==> src/rtl/enigma_stream_cipher.sv <==
// Two-rotor Enigma engine (rotors I/II, reflector B) with a valid/ready letter stream.
// Rotors step before each valid letter is enciphered; the path is reciprocal from equal start positions.
module enigma_stream_cipher #(
    parameter int unsigned NOTCH_R = 16,
    parameter int unsigned WRAP    = 26
) (
    input  logic        clk,
    input  logic        rst,
    input  logic        load_en,
    input  logic [4:0]  load_pos_r,
    input  logic [4:0]  load_pos_l,
    input  logic        in_valid,
    output logic        in_ready,
    input  logic [4:0]  in_char,
    output logic        out_valid,
    input  logic        out_ready,
    output logic [4:0]  out_char,
    output logic        out_err,
    output logic [4:0]  pos_r,
    output logic [4:0]  pos_l,
    output logic [15:0] char_cnt
);

    localparam int unsigned CW   = 5;
    localparam int unsigned SW   = 6;
    localparam int unsigned CNTW = 16;
    localparam int unsigned NL   = 26;

    localparam logic [CW-1:0] ROT_I [0:NL-1] = '{
        5'd4,  5'd10, 5'd12, 5'd5,  5'd11, 5'd6,  5'd3,  5'd16, 5'd21, 5'd25,
        5'd13, 5'd19, 5'd14, 5'd22, 5'd24, 5'd7,  5'd23, 5'd20, 5'd18, 5'd15,
        5'd0,  5'd8,  5'd1,  5'd17, 5'd2,  5'd9};
    localparam logic [CW-1:0] ROT_II [0:NL-1] = '{
        5'd0,  5'd9,  5'd3,  5'd10, 5'd18, 5'd8,  5'd17, 5'd20, 5'd23, 5'd1,
        5'd11, 5'd7,  5'd22, 5'd19, 5'd12, 5'd2,  5'd16, 5'd6,  5'd25, 5'd13,
        5'd15, 5'd24, 5'd5,  5'd21, 5'd14, 5'd4};
    localparam logic [CW-1:0] REFL_B [0:NL-1] = '{
        5'd24, 5'd17, 5'd20, 5'd7,  5'd16, 5'd18, 5'd11, 5'd3,  5'd15, 5'd23,
        5'd13, 5'd6,  5'd14, 5'd10, 5'd12, 5'd8,  5'd4,  5'd1,  5'd5,  5'd25,
        5'd2,  5'd22, 5'd21, 5'd9,  5'd0,  5'd19};

    typedef enum logic {IDLE = 1'b0, RUN = 1'b1} state_t;

    // Modular helpers: operands are < WRAP, so one conditional subtract folds the 6-bit sum.
    function automatic logic [CW-1:0] add_mod(input logic [CW-1:0] a, input logic [CW-1:0] b);
        logic [SW-1:0] s;
        s = SW'(a) + SW'(b);
        return CW'((s >= SW'(WRAP)) ? s - SW'(WRAP) : s);
    endfunction

    function automatic logic [CW-1:0] sub_mod(input logic [CW-1:0] a, input logic [CW-1:0] b);
        logic [SW-1:0] s;
        s = SW'(a) + SW'(WRAP) - SW'(b);
        return CW'((s >= SW'(WRAP)) ? s - SW'(WRAP) : s);
    endfunction

    function automatic logic [CW-1:0] inv_i(input logic [CW-1:0] v);
        logic [CW-1:0] r;
        r = '0;
        for (int k = 0; k < int'(NL); k++) if (ROT_I[k] == v) r = CW'(k);
        return r;
    endfunction

    function automatic logic [CW-1:0] inv_ii(input logic [CW-1:0] v);
        logic [CW-1:0] r;
        r = '0;
        for (int k = 0; k < int'(NL); k++) if (ROT_II[k] == v) r = CW'(k);
        return r;
    endfunction

    state_t          r_state, w_state_nxt;
    logic [CW-1:0]   r_pos_r, w_pos_r_nxt;
    logic [CW-1:0]   r_pos_l, w_pos_l_nxt;
    logic [CNTW-1:0] r_char_cnt, w_char_cnt_nxt;
    logic            r_out_valid, w_out_valid_nxt;
    logic [CW-1:0]   r_out_char, w_out_char_nxt;
    logic            r_out_err, w_out_err_nxt;
    logic            w_in_ready;
    logic            w_accept;
    logic            w_code_ok;

    logic [CW-1:0]   w_pr_step, w_pl_step;
    logic [CW-1:0]   w_c1, w_c2, w_c3, w_c4, w_cipher;

    // Step first, then encipher with the post-step offsets.
    assign w_pr_step = add_mod(r_pos_r, CW'(1));
    assign w_pl_step = (r_pos_r == CW'(NOTCH_R)) ? add_mod(r_pos_l, CW'(1)) : r_pos_l;
    assign w_c1      = sub_mod(ROT_I[add_mod(in_char, w_pr_step)], w_pr_step);
    assign w_c2      = sub_mod(ROT_II[add_mod(w_c1, w_pl_step)], w_pl_step);
    assign w_c3      = REFL_B[w_c2];
    assign w_c4      = sub_mod(inv_ii(add_mod(w_c3, w_pl_step)), w_pl_step);
    assign w_cipher  = sub_mod(inv_i(add_mod(w_c4, w_pr_step)), w_pr_step);

    always_ff @(posedge clk or posedge rst) begin
        if (rst) begin
            r_state     <= IDLE;
            r_pos_r     <= '0;
            r_pos_l     <= '0;
            r_char_cnt  <= '0;
            r_out_valid <= 1'b0;
            r_out_char  <= '0;
            r_out_err   <= 1'b0;
        end else begin
            r_state     <= w_state_nxt;
            r_pos_r     <= w_pos_r_nxt;
            r_pos_l     <= w_pos_l_nxt;
            r_char_cnt  <= w_char_cnt_nxt;
            r_out_valid <= w_out_valid_nxt;
            r_out_char  <= w_out_char_nxt;
            r_out_err   <= w_out_err_nxt;
        end
    end

    // Load beats a same-cycle input handshake; invalid codes pass through flagged without stepping.
    always_comb begin
        w_state_nxt     = r_state;
        w_pos_r_nxt     = r_pos_r;
        w_pos_l_nxt     = r_pos_l;
        w_char_cnt_nxt  = r_char_cnt;
        w_out_valid_nxt = r_out_valid;
        w_out_char_nxt  = r_out_char;
        w_out_err_nxt   = r_out_err;
        w_in_ready      = 1'b0;
        w_code_ok       = in_char < CW'(WRAP);

        case (r_state)
            IDLE:    if (load_en) w_state_nxt = RUN;
            RUN:     w_in_ready = !r_out_valid || out_ready;
            default: w_state_nxt = IDLE;
        endcase

        w_accept = in_valid && w_in_ready && !load_en;

        if (load_en) begin
            w_pos_r_nxt     = (load_pos_r < CW'(WRAP)) ? load_pos_r : '0;
            w_pos_l_nxt     = (load_pos_l < CW'(WRAP)) ? load_pos_l : '0;
            w_char_cnt_nxt  = '0;
            w_out_valid_nxt = 1'b0;
        end else if (w_accept) begin
            w_out_valid_nxt = 1'b1;
            if (w_code_ok) begin
                w_pos_r_nxt    = w_pr_step;
                w_pos_l_nxt    = w_pl_step;
                w_char_cnt_nxt = r_char_cnt + CNTW'(1);
                w_out_char_nxt = w_cipher;
                w_out_err_nxt  = 1'b0;
            end else begin
                w_out_char_nxt = in_char;
                w_out_err_nxt  = 1'b1;
            end
        end else if (r_out_valid && out_ready) begin
            w_out_valid_nxt = 1'b0;
        end
    end

    assign in_ready  = w_in_ready;
    assign out_valid = r_out_valid;
    assign out_char  = r_out_char;
    assign out_err   = r_out_err;
    assign pos_r     = r_pos_r;
    assign pos_l     = r_pos_l;
    assign char_cnt  = r_char_cnt;

endmodule

==> config.mk <==
export PLATFORM = sky130hd
export DESIGN_NAME = enigma_stream_cipher
export DESIGN_NICKNAME = d
export VERILOG_FILES = /design/src/rtl/enigma_stream_cipher.sv
export SDC_FILE = /design/constraint.sdc
export NUM_CORES = 1
export LEC_CHECK = 0
export CAP_MARGIN = 0
export CORE_AREA = 3 3 127 129
export DETAILED_ROUTE_END_ITERATION = 10
export DIE_AREA = 0 0 130 132
export DONT_BUFFER_PORTS = 1
export HOLD_SLACK_MARGIN = 0.08
export PLACE_DENSITY = 0.63
export SLEW_MARGIN = 20
export SYNTH_ARGS = -nofsm -noshare
export SYNTH_HDL_FRONTEND = slang
export SYNTH_SLANG_ARGS = --single-unit
==> constraint.sdc <==
create_clock -name clk -period 17.64 [get_ports clk]
set_input_delay 2.646 -clock clk [delete_from_list [all_inputs] [get_ports clk]]
set_output_delay 2.646 -clock clk [all_outputs]
set_load 0.005 [all_outputs]
Word level (Yosys, flattened, before mapping):

Memory sizes are Yosys's and may differ from the RTL's.
Index checks and enable logic that the tools add are counted.

* register bits: 34
* ROM bits: 480
* input bits: 20
* output and inout bits: 34
* memories kept: 3

* add/sub/neg operators: 25
* order comparisons: 16
* equal/unequal tests: 50
* multiplexer cells: 86
* bitwise logic cells: 4
* reduce and logical (&&, ||, !) cells: 12

Memories
* (no name shown): words 32, bits a word 5, rd ports 1, clocked after Yosys merged registers in 0, write ports 0, RTL line 90 `assign w_c3 = REFL_B[w_c2];`
* (no name shown): words 32, bits a word 5, rd ports 1, clocked after Yosys merged registers in 0, write ports 0, RTL line 89 `assign w_c2 = sub_mod(ROT_II[add_mod(w_c1, w_pl_step)], w_pl_step);`
* (no name shown): words 32, bits a word 5, rd ports 1, clocked after Yosys merged registers in 0, write ports 0, RTL line 88 `assign w_c1 = sub_mod(ROT_I[add_mod(in_char, w_pr_step)], w_pr_step);`

Operator list (count)
* 5-bit two-way mux: 74
* 5-bit equality test (first input constant): 20
* 4-bit by 5-bit equality test with 1-bit output (first input constant): 16
* 6-bit by 5-bit >= comparator with 1-bit output (second input constant): 10
* 5-bit subtractor (second input constant): 10
* 16-bit two-way mux: 3
* 3-bit by 5-bit equality test with 1-bit output (first input constant): 7
* 5-bit by 5-bit adder with 6-bit output: 4
* 5-bit by 5-bit adder with 6-bit output (second input constant): 4
* 6-bit by 5-bit subtractor with 6-bit output: 4
* 2-bit by 5-bit equality test with 1-bit output (first input constant): 4
* 6-bit >= comparator (second input constant): 3
* 5-bit inverter with 6-bit output: 3
* 16-bit by 1-bit adder with 16-bit output (second input constant): 1
* 5-bit < comparator (second input constant): 3
* 5-bit by 1-bit adder with 6-bit output (second input constant): 2
* 1-bit by 5-bit equality test with 1-bit output (first input constant): 2
* 1-bit two-way mux: 9
* 5-bit equality test (second input constant): 1
* 5-bit zero test: 1
* 2-bit AND reduction: 2
* 2-bit nonzero test: 2
* 1-bit logical AND: 3
* 3-bit nonzero test: 1
* 3 further kinds: 4

Longest topological paths before layout:

* word-level depth: 96
* gate-level depth with buffers: 104
* mapped depth without buffers: 100

Worst setup path after synthesis:

OpenSTA, ideal clock, no wires.

* path kind: input -> register
* from: input port in_char[0]
* to: register r_out_char[2] (netlist: out_char[2])
* library setup time: 0.125 ns
* data arrival time: 19.472 ns
* path slack: -1.957 ns
* cell stages on the path: 91
* buffers on the path: 2
* cells stage by stage: ha_1 > inv_1 > fa_1 > xnor2_2 > inv_1 > ha_1 > nor4_1 > a32o_1 > a21oi_4 > buf_4 > nand2_1 > o2bb2ai_1 > a221oi_2 > ha_1 > inv_1 > ha_1 > inv_1 > fa_1 > (+55 left out) > xor2_2 > a21boi_2 > a211o_1 > buf_6 > nor3b_1 > a311o_1 > o31ai_1 > ha_1 > inv_1 > ha_1 > fa_1 > a21o_1 > a21oi_1 > xnor2_1 > a21oi_1 > o21ai_0 > mux2_2 > mux2_2

* word-level cells in the longest chain between the ends: 93
* elaborated cells on any way between the ends: 150

RTL lines
* start: declaration: RTL line 14 `input logic [4:0] in_char,`
* 5-bit by 5-bit adder with 6-bit output: RTL line 47 `s = SW'(a) + SW'(b);`
* 5-bit subtractor or 6-bit by 5-bit >= comparator with 1-bit output (tied branches): RTL line 48 `return CW'((s >= SW'(WRAP)) ? s - SW'(WRAP) : s);`
* 5-bit two-way mux: RTL line 48
* 5-bit inverter with 6-bit output (not written as such): RTL line 88
* memory 32 x 5 bit
* 5-bit two-way mux (not written as such) (2 in series): RTL line 88
* 5-bit by 5-bit adder with 6-bit output: RTL line 53 `s = SW'(a) + SW'(WRAP) - SW'(b);`
* 6-bit by 5-bit subtractor with 6-bit output: RTL line 53
* (+53 left out)
* 4-bit by 5-bit equality test with 1-bit output: RTL line 60 `for (int k = 0; k < int'(NL); k++) if (ROT_I[k] == v) r = CW'(k);`
* 1-bit two-way mux: RTL line 60
* 5-bit two-way mux (24 in series): RTL line 60
* 5-bit by 5-bit adder with 6-bit output: RTL line 53
* 6-bit by 5-bit subtractor with 6-bit output: RTL line 53
* 5-bit subtractor or 6-bit by 5-bit >= comparator with 1-bit output (tied branches): RTL line 54 `return CW'((s >= SW'(WRAP)) ? s - SW'(WRAP) : s);`
* 5-bit two-way mux: RTL line 54
* 5-bit two-way mux *: RTL line 141 `if (w_code_ok) begin`
* end signal: assignment: RTL line 109 `r_out_char <= w_out_char_nxt;`
* end: declaration: RTL line 76 `logic [CW-1:0] r_out_char, w_out_char_nxt;`

Mark *: on every way between the ends. The rest lies on a longest branch, timed or not. The select of a mux whose other input is x is not followed.
A chain may end at the register's enable or synchronous reset.

Final worst setup path:

Same ends and word-level chain as after synthesis.

==> impl_metrics.json <==
{
  "run_status": "complete, but fails checks",
  "violations": "negative setup slack",
  "cp_max_fo": 8,
  "num_vias": 6258,
  "cts_root_buf": "clkbuf_16",
  "clock_sinks": 34,
  "syn_area_mm2": 0.006302,
  "drive_gt1_share_pct": 38.99,
  "first_iter_violations": 257,
  "crit_family": "adder cells",
  "postRouteAntennaNets": 0,
  "synth_flop_cell": "dfrtp_1",
  "fin_crit_ns": 18.79,
  "grt-ovfl-total": 0,
  "grt_pass1_wl_um": 27780,
  "core_area_mm2": 0.01515,
  "synth_cells": 784,
  "drv_slew": 0,
  "place_congestion": 0.8635,
  "crit_type": "in2reg",
  "clock.fmax_mhz": 53.21,
  "dp_hpwl_um": 12910,
  "hold_class": "reg2reg",
  "path_common_cell": "inv_2",
  "worst_slack_ns": -1.154,
  "ys_seq_area_share_pct": 13.50,
  "grt_setup_unrepaired": "yes",
  "timing.final.crit_share_pct": 106.5,
  "syn_nets": 902,
  "die_h_um": 132,
  "synth-edff-count": 0,
  "rows": 45,
  "h-tree-depth": 2,
  "cts-buffers-inserted": 5,
  "tightestPinTransition_ns": 0.9740,
  "synthArstFlopShare_pct": 100.0,
  "synth_seq_cells": 34,
  "cts_tree": "done",
  "start_kind": "input port",
  "hold_ws_ns": 0.5045,
  "routed_wl_um": 16950,
  "ioPinCount": 54,
  "crit_required_ns": 17.81,
  "slowest_delay_ns": 0.43,
  "die-area_mm2": 0.01716,
  "cap_violations": 0,
  "skew_ns": 0.008537,
  "first_global_vias": 6049,
  "grt_usage_pct": 18.88,
  "area_delta_synth_final_pct": 41.41,
  "fill_cells": 1256,
  "grt_antenna_before_repair": 0,
  "clock_path_buffers": 2,
  "synth_cell_types": 84,
  "numPortBuffers": 0,
  "setup_viol": 4,
  "synth_area_per_cell_um2": 8.039,
  "firstDrtPassIters": 5,
  "worst-endpoint-arrival_ns": 18.96,
  "max_slew_margin_pct": 34.93,
  "grt_start_max_net_pins": 36,
  "viasPerCell": 5.480,
  "drc": 0,
  "cts-hold-fix-buffers": 0,
  "final_nets": 1071,
  "die_w_um": 130,
  "yosys_warnings": 0,
  "fin_area_mm2": 0.008912,
  "end_kind": "flip-flop",
  "crit_buf_inv": 18,
  "diodes": 0,
  "clkTransAtPathRegs_ns": 0.06,
  "hold_viol": 0,
  "start_util_pct": 41.61,
  "clk_latency_ns": 0.28,
  "placed_cell_area_mm2": 0.007893,
  "crit_slowest_cell": "fa_2",
  "wire_per_inst_um": 14.84
}
stage by stage:
step / setup TNS, ns / cells / util [%] / worst slack [ns]
6_report: -4.238 / 1142 / 58.84 / -1.154
5_1_grt: -8.684 / 1142 / 58.84 / -2.081
4_1_cts: -3.320 / 1124 / 55.45 / -0.9264
3_5_place_dp: -5.620 / 1102 / 52.11 / -1.492
3_3_place_gp: -4.791 / 1102 / 52.11 / -1.301
2_1_floorplan: -2.953 / 784 / - / -0.9615
synthesized netlist by cell type, types with 4 or more instances:
library cell | number | area [um2]
mux2i_1 | 27 | 270.3
a211oi_1 | 12 | 90.09
nor2b_1 | 8 | 50.05
clkbuf_1 | 18 | 67.56
a21oi_1 | 48 | 240.2
a22o_1 | 4 | 35.03
a211oi_2 | 5 | 62.56
nand2_1 | 41 | 153.9
o21a_1 | 6 | 45.04
or2_2 | 5 | 31.28
buf_4 | 4 | 30.03
xor2_1 | 21 | 183.9
mux2_2 | 12 | 135.1
ha_1 | 90 | 1126
nor2_1 | 74 | 277.8
and2_1 | 5 | 31.28
nor4_1 | 6 | 37.54
and3_1 | 12 | 75.07
buf_2 | 11 | 55.05
a2bb2oi_1 | 4 | 35.03
o21ai_0 | 33 | 165.2
o21bai_1 | 4 | 30.03
dfrtp_1 | 34 | 850.8
nor3_1 | 14 | 70.07
a211o_1 | 8 | 70.07
nand2b_1 | 13 | 81.33
nand3_1 | 14 | 70.07
inv_1 | 74 | 277.8
o211ai_1 | 11 | 82.58
xnor2_1 | 38 | 332.8
fa_1 | 8 | 160.2
o22ai_1 | 7 | 43.79
or3_1 | 4 | 25.02
a31oi_1 | 6 | 37.54
a21o_1 | 16 | 120.1
nand4_1 | 9 | 56.30
a22oi_1 | 6 | 45.04
registers in the layout, summed over array words and instances, names as in the netlist:
register   flops
out_char       5
out_err        1
r_state        1
pos_r          5
out_valid      1
char_cnt      16
pos_l          5
final timing paths:
path	startpoint	endpoint	slack [ns]	cells past startpoint
worst max-delay path	in_char[0]	out_char[2]$_DFFE_PP0P_	-1.15	92
max in group asynchronous	rst	out_char[3]$_DFFE_PP0P_	14.97	2
worst min register to register	r_state$_DFF_PP0_	r_state$_DFF_PP0_	0.50	1
min in group asynchronous	rst	char_cnt[14]$_DFFE_PP0P_	2.35	2
worst max register to register	pos_r[0]$_DFFE_PP0P_	out_char[2]$_DFFE_PP0P_	-0.50	97
worst min-delay path	r_state$_DFF_PP0_	r_state$_DFF_PP0_	0.50	1
kinds of logic after synthesis:
family                     synth area share (%)
AOI/OAI and AO/OA                         23.88
xor gates and xnor gates                  9.589
buffers and inverters                     7.068
DFF                                       13.50
and+or+nand+nor                           18.27
muxes                                     7.107
adders and majority gates                 20.59
placed cells by master, fill, tap and decap left out, drive strengths merged, types with 17 or more instances in the layout:
| cell type | instances |
|---|---|
| dfrtp | 34 |
| inv | 74 |
| a211oi | 17 |
| a21oi | 52 |
| mux2i | 29 |
| o21ai | 36 |
| nand2 | 41 |
| xor2 | 24 |
| buf | 197 |
| ha | 90 |
| xnor2 | 39 |
| nor2 | 76 |
area by class of cell:
class                   count  area (um2)  share of cell area [%]
repair buffers            197        1539                   17.27
inverters                  74       277.8                   3.117
multi-input cells         641        5816                   65.25
clock buffers               5       125.1                   1.404
clock inverters             3       68.82                  0.7721
well taps                 188       235.2                   2.639
flip-flops and latches     34       850.8                   9.547
routing by layer:
metal,global-route usage [%],up-vias,part of all wire [%]
met4,3.464,0,1.3
met5,0,-,0
li1,-,3158,-
met1,25.84,2968,46
met3,2.796,17,4.0
met2,31.75,115,49
timing repair:
action                                  4_1_cts  5_1_grt
resized for setup                            40       70
buffers inserted                             14       18
pin swaps                                    29       45
endpoints found under the setup margin        4        5
Power is not shown: default switching activity piles up to over one toggle a cycle in this logic, so the estimate is an artifact.
